[config.mk]
export PLATFORM = sky130hd
export DESIGN_NAME = ad_sync_ctrl
export DESIGN_NICKNAME = d
export VERILOG_FILES = /design/src/rtl/ad_sync_ctrl.sv
export SDC_FILE = /design/constraint.sdc
export NUM_CORES = 1
export LEC_CHECK = 0
export BUFFER_PORTS_ARGS = -buffer_cell sky130_fd_sc_hd__buf_2
export CAP_MARGIN = 20
export CORE_MARGIN = 1.5
export CORE_UTILIZATION = 60
export CTS_CLUSTER_SIZE = 25
export DETAILED_ROUTE_END_ITERATION = 16
export MAX_ROUTING_LAYER = met4
export PLACE_DENSITY = 0.8
export SYNTH_ARGS = -nofsm -noshare
export SYNTH_HDL_FRONTEND = slang
export SYNTH_SLANG_ARGS = --single-unit
[constraint.sdc]
create_clock -name adc_clk100m -period 2.47 [get_ports adc_clk100m]
set_input_delay 0.3705 -clock adc_clk100m [delete_from_list [all_inputs] [get_ports adc_clk100m]]
set_output_delay 0.3705 -clock adc_clk100m [all_outputs]
set_load 0.005 [all_outputs]
[src/rtl/ad_sync_ctrl.sv]
// Power-up and fault-recovery sequencer for the dual-channel ADC capture FIFOs.
// Walks STARTUP -> FRST -> SETTLE -> RUN and re-runs FRST/SETTLE on overflow, skew or request.
module ad_sync_ctrl #(
   parameter int unsigned STARTUP_CYCLES  = 100_000_000,
   parameter int unsigned FIFO_RST_CYCLES = 16,
   parameter int unsigned SETTLE_CYCLES   = 64,
   parameter int unsigned SKEW_MAX        = 8,
   parameter int unsigned CNT_W           = 16
) (
   input  logic             adc_clk100m,
   input  logic             ad_rst_n,
   input  logic             sync_req,
   input  logic             full_a,
   input  logic             full_b,
   input  logic             empty_a,
   input  logic             empty_b,
   output logic             fifo_rst,
   output logic             fifo_wr_en,
   output logic             fifo_rd_en,
   output logic             sync_locked,
   output logic [CNT_W-1:0] ovf_count,
   output logic [CNT_W-1:0] resync_count,
   output logic [1:0]       state_o
);

   typedef enum logic [1:0] {
      StStartup = 2'd0,
      StFrst    = 2'd1,
      StSettle  = 2'd2,
      StRun     = 2'd3
   } state_e;

   state_e            state_q, state_d;
   logic [31:0]       phase_q, phase_d;
   logic [31:0]       skew_q, skew_d;
   logic [CNT_W-1:0]  ovf_q, ovf_d;
   logic [CNT_W-1:0]  rsy_q, rsy_d;
   logic              fifo_rst_q, run_q;
   logic              mismatch, ovf_inc, rsy_inc;

   assign mismatch = empty_a ^ empty_b;

   always_comb begin
      state_d = state_q;
      ovf_inc = 1'b0;
      rsy_inc = 1'b0;
      unique case (state_q)
         StStartup: if (phase_q == STARTUP_CYCLES - 1) state_d = StFrst;
         StFrst:    if (phase_q == FIFO_RST_CYCLES - 1) state_d = StSettle;
         StSettle: begin
            if (sync_req) begin
               state_d = StFrst;
               rsy_inc = 1'b1;
            end else if (phase_q == SETTLE_CYCLES - 1) begin
               state_d = StRun;
            end
         end
         StRun: begin
            // Exit priority: overflow, then skew, then software request.
            if (full_a || full_b) begin
               state_d = StFrst;
               ovf_inc = 1'b1;
            end else if (mismatch && (skew_q == SKEW_MAX - 1)) begin
               state_d = StFrst;
               rsy_inc = 1'b1;
            end else if (sync_req) begin
               state_d = StFrst;
               rsy_inc = 1'b1;
            end
         end
         default: state_d = StStartup;
      endcase

      phase_d = (state_d != state_q) ? 32'd0 : phase_q + 32'd1;

      skew_d = 32'd0;
      if ((state_q == StRun) && (state_d == StRun) && mismatch) begin
         skew_d = (skew_q == SKEW_MAX) ? skew_q : skew_q + 32'd1;
      end

      ovf_d = (ovf_inc && (ovf_q != {CNT_W{1'b1}})) ? ovf_q + CNT_W'(1) : ovf_q;
      rsy_d = (rsy_inc && (rsy_q != {CNT_W{1'b1}})) ? rsy_q + CNT_W'(1) : rsy_q;
   end

   // Outputs are decoded from next-state so they line up with the state they describe.
   always_ff @(posedge adc_clk100m or negedge ad_rst_n) begin
      if (!ad_rst_n) begin
         state_q    <= StStartup;
         phase_q    <= 32'd0;
         skew_q     <= 32'd0;
         ovf_q      <= '0;
         rsy_q      <= '0;
         fifo_rst_q <= 1'b0;
         run_q      <= 1'b0;
      end else begin
         state_q    <= state_d;
         phase_q    <= phase_d;
         skew_q     <= skew_d;
         ovf_q      <= ovf_d;
         rsy_q      <= rsy_d;
         fifo_rst_q <= (state_d == StFrst);
         run_q      <= (state_d == StRun);
      end
   end

   assign fifo_rst     = fifo_rst_q;
   assign fifo_wr_en   = run_q;
   assign sync_locked  = run_q;
   assign fifo_rd_en   = (state_q == StRun) && !empty_a && !empty_b;
   assign ovf_count    = ovf_q;
   assign resync_count = rsy_q;
   assign state_o      = state_q;

endmodule
==> out/results.ini <==
[timing]
fmax_mhz = 435.3
final.setup_skew_ns = 0.01054
min_period_ns = 2.297
maxSlewViolCount = 0
timing.slew.headroom_pct = 59.18
worst_pin_slew_ns = 0.6123
rsz0062_at_grt = no
whs_ns = 0.009732
setup_viol = 0
hold_viol = 0
fin_setup_tns_ns = 0
min_period_over_period_pct = 93.01

[synthesis]
syn-instance-count = 515
synthFlopType = dfrtp_1
synth-seq-area-share_pct = 49.46
ys_seq_elements = 100
syn_nets = 527
netlist_area_um2 = 5060
synth_edf_count = 0
yosysWarnings = 0
async_reset_ff_share_pct = 100.0
yosysUniqueCellTypes = 46
synth_area_per_cell_um2 = 9.825

[grt]
grt_pass1_vias = 3695
grt_usage_pct = 24.92
grt_pass1_wl_mm = 17.06
grt-ovfl-total = 0
grt_max_degree = 54
antenna_found_initial = 0

[clocking]
cts_sinks = 100
worstSkewPairLatency_ns = 0.36
clk_pin_slew_ns = 0.10
clockBufferDepth = 2
cts-root-buf = clkbuf_8
cts_setup_buffers = 0
hold_buffers = 0
htreeDepth = 3
cts_tree = yes
cts_made_buffers = 9

[floorplanning]
initial_core_util_pct = 61.89
num_rows = 33
core_um2 = 8175
dieArea_um2 = 8993
die_x_um = 94.83
io_pins = 45
die_h_um = 94.83

[critical_path]
r2r_setup_slack_ns = 0.17
cp-start-kind = register
r2r-start = phase_q[8]
cp_max_fo = 7
crit_path_start = phase_q[8]
arrival_ns = 2.54
critPathRequiredTime_ns = 2.72
criticalPathCategory = reg2reg
crit_path_end_kind = register

[detailed_routing]
drt_iter0_markers = 261
ant_nets = 0
drc = 0
wirelength_mm = 10.07
drt-pass1-iter-count = 4
vias = 3859
viasPerCell = 5.726
wl_per_cell_um = 14.94

[status]
status = completed

[layout]
antennaDiodeCount = 0
final_cells = 674
layout_common_cells = 100 x dfrtp_1, 97 x nor2_1, 57 x xor2_1
final_common_cell = dfrtp_1
design_area_um2 = 5630
area_growth_pct = 11.28
postLayoutCoreUtil_pct = 68.87
fin_nets = 576
drive_gt1_share_pct = 15.47

[place]
gp_congestion = 0.8283
portBuffers = 44
dp_hpwl_mm = 7.170
placed_area_um2 = 5399
dp_cells = 658

[hold_path]
hold_path_class = in2async

[power]
p_per_area_nw_per_um2 = 627.8
ir_worst_vdd_v = 0.0004090
p_leak_nw = 2.591

[job]
drv_cap = 0

-- repair_timing --
item	CTS	global route
cloned	0	0
gates resized for setup	1	6
endpoints found under the hold margin	0	0
endpoints found under the setup margin	2	48
pin swaps	0	1
-- cells in the mapped netlist (2+ instances only) --
| master | count | area share, % |
|---|---|---|
| nor3_1 | 14 | 1.4 |
| and4_1 | 9 | 1.6 |
| xnor2_1 | 29 | 5.0 |
| or3_1 | 3 | 0.37 |
| nor2_1 | 97 | 7.2 |
| nand2_1 | 38 | 2.8 |
| a21oi_1 | 7 | 0.69 |
| nand4_2 | 2 | 0.49 |
| buf_2 | 4 | 0.40 |
| mux2_2 | 3 | 0.67 |
| dfrtp_1 | 100 | 49 |
| or4_1 | 2 | 0.30 |
| nand3_1 | 41 | 4.1 |
| ha_1 | 5 | 1.2 |
| nand4_1 | 20 | 2.5 |
| o31ai_1 | 2 | 0.30 |
| nor4_1 | 18 | 2.2 |
| and3_1 | 15 | 1.9 |
| clkbuf_1 | 3 | 0.22 |
| a31oi_1 | 3 | 0.37 |
| xor2_1 | 57 | 9.9 |
| inv_1 | 11 | 0.82 |
| buf_6 | 5 | 1.1 |
| mux2i_1 | 2 | 0.40 |
| nor2b_1 | 2 | 0.25 |
| o21a_1 | 3 | 0.45 |
-- through the flow --
| stage | power (W) | setup slack (ns) |
|---|---|---|
| floorplan | 0.002278 | 0.3765 |
| global placement | 0.002476 | 0.1200 |
| detailed placement | 0.002503 | 0.002018 |
| CTS | 0.003549 | 0.08095 |
| global route | 0.003717 | 0.001255 |
| finish | 0.003535 | 0.1726 |
-- report_power, final --
group / internal [W] / switching, W
Clock: 0.000474 / 0.000574
Sequential: 0.00174 / 0.000134
Combinational: 0.000248 / 0.000362
Total: 0.00246 / 0.00107
-- path summary, 6_finish.rpt --
kind | depth (start not counted) | to
setup / recovery | 6 | phase_q[14]
hold / removal | 1 | skew_q[29]
setup reg to reg | 6 | phase_q[14]
hold reg to reg | 1 | resync_count[6]
max in group asynchronous | 2 | phase_q[4]
min in group adc_clk100m | 1 | resync_count[6]
-- worst max-delay path, cell delays in order, from the launching register on --
cell	delay, ns
dfrtp_1	0.46
nor4_2	0.32
nand4_2	0.23
o41a_1	0.51
o31ai_4	0.27
nand2b_1	0.31
nor2_1	0.09
-- layer usage --
metal  track usage [%]  vias to the layer above  share of wire (%)
met5                 -                        -                  0
met4             7.090                        0                1.6
met3             4.831                       19                4.1
met2             38.75                       78                 48
met1             33.40                     1894                 46
li1                  -                     1868                  -
-- layout make-up --
| type | instances | area, um^2 |
|---|---|---|
| fillers | 653 | 2545 |
| flip-flops and latches | 100 | 2502 |
| multi-input cells | 390 | 2450 |
| repair buffers | 52 | 307.8 |
| well taps | 105 | 131.4 |
| clock buffers | 9 | 123.9 |
| clock inverters | 7 | 73.82 |
| inverters | 11 | 41.29 |
-- state kept, by name (all words and copies together) (netlist names) --
register	count
fifo_wr_en	1
phase_q	32
fifo_rst	1
state_o	2
skew_q	32
ovf_count	16
resync_count	16
-- logic make-up after synthesis --
family	synth area share, %
AND/OR/NAND/NOR	27.47
flip-flops	49.46
XOR/XNOR	14.89
buffers and inverters	2.794
AO/OA/AOI/OAI	3.091
multiplexers	1.063
adder cells (fa/ha/maj)	1.236
No activity file was read; power rests on OpenSTA's default activity.
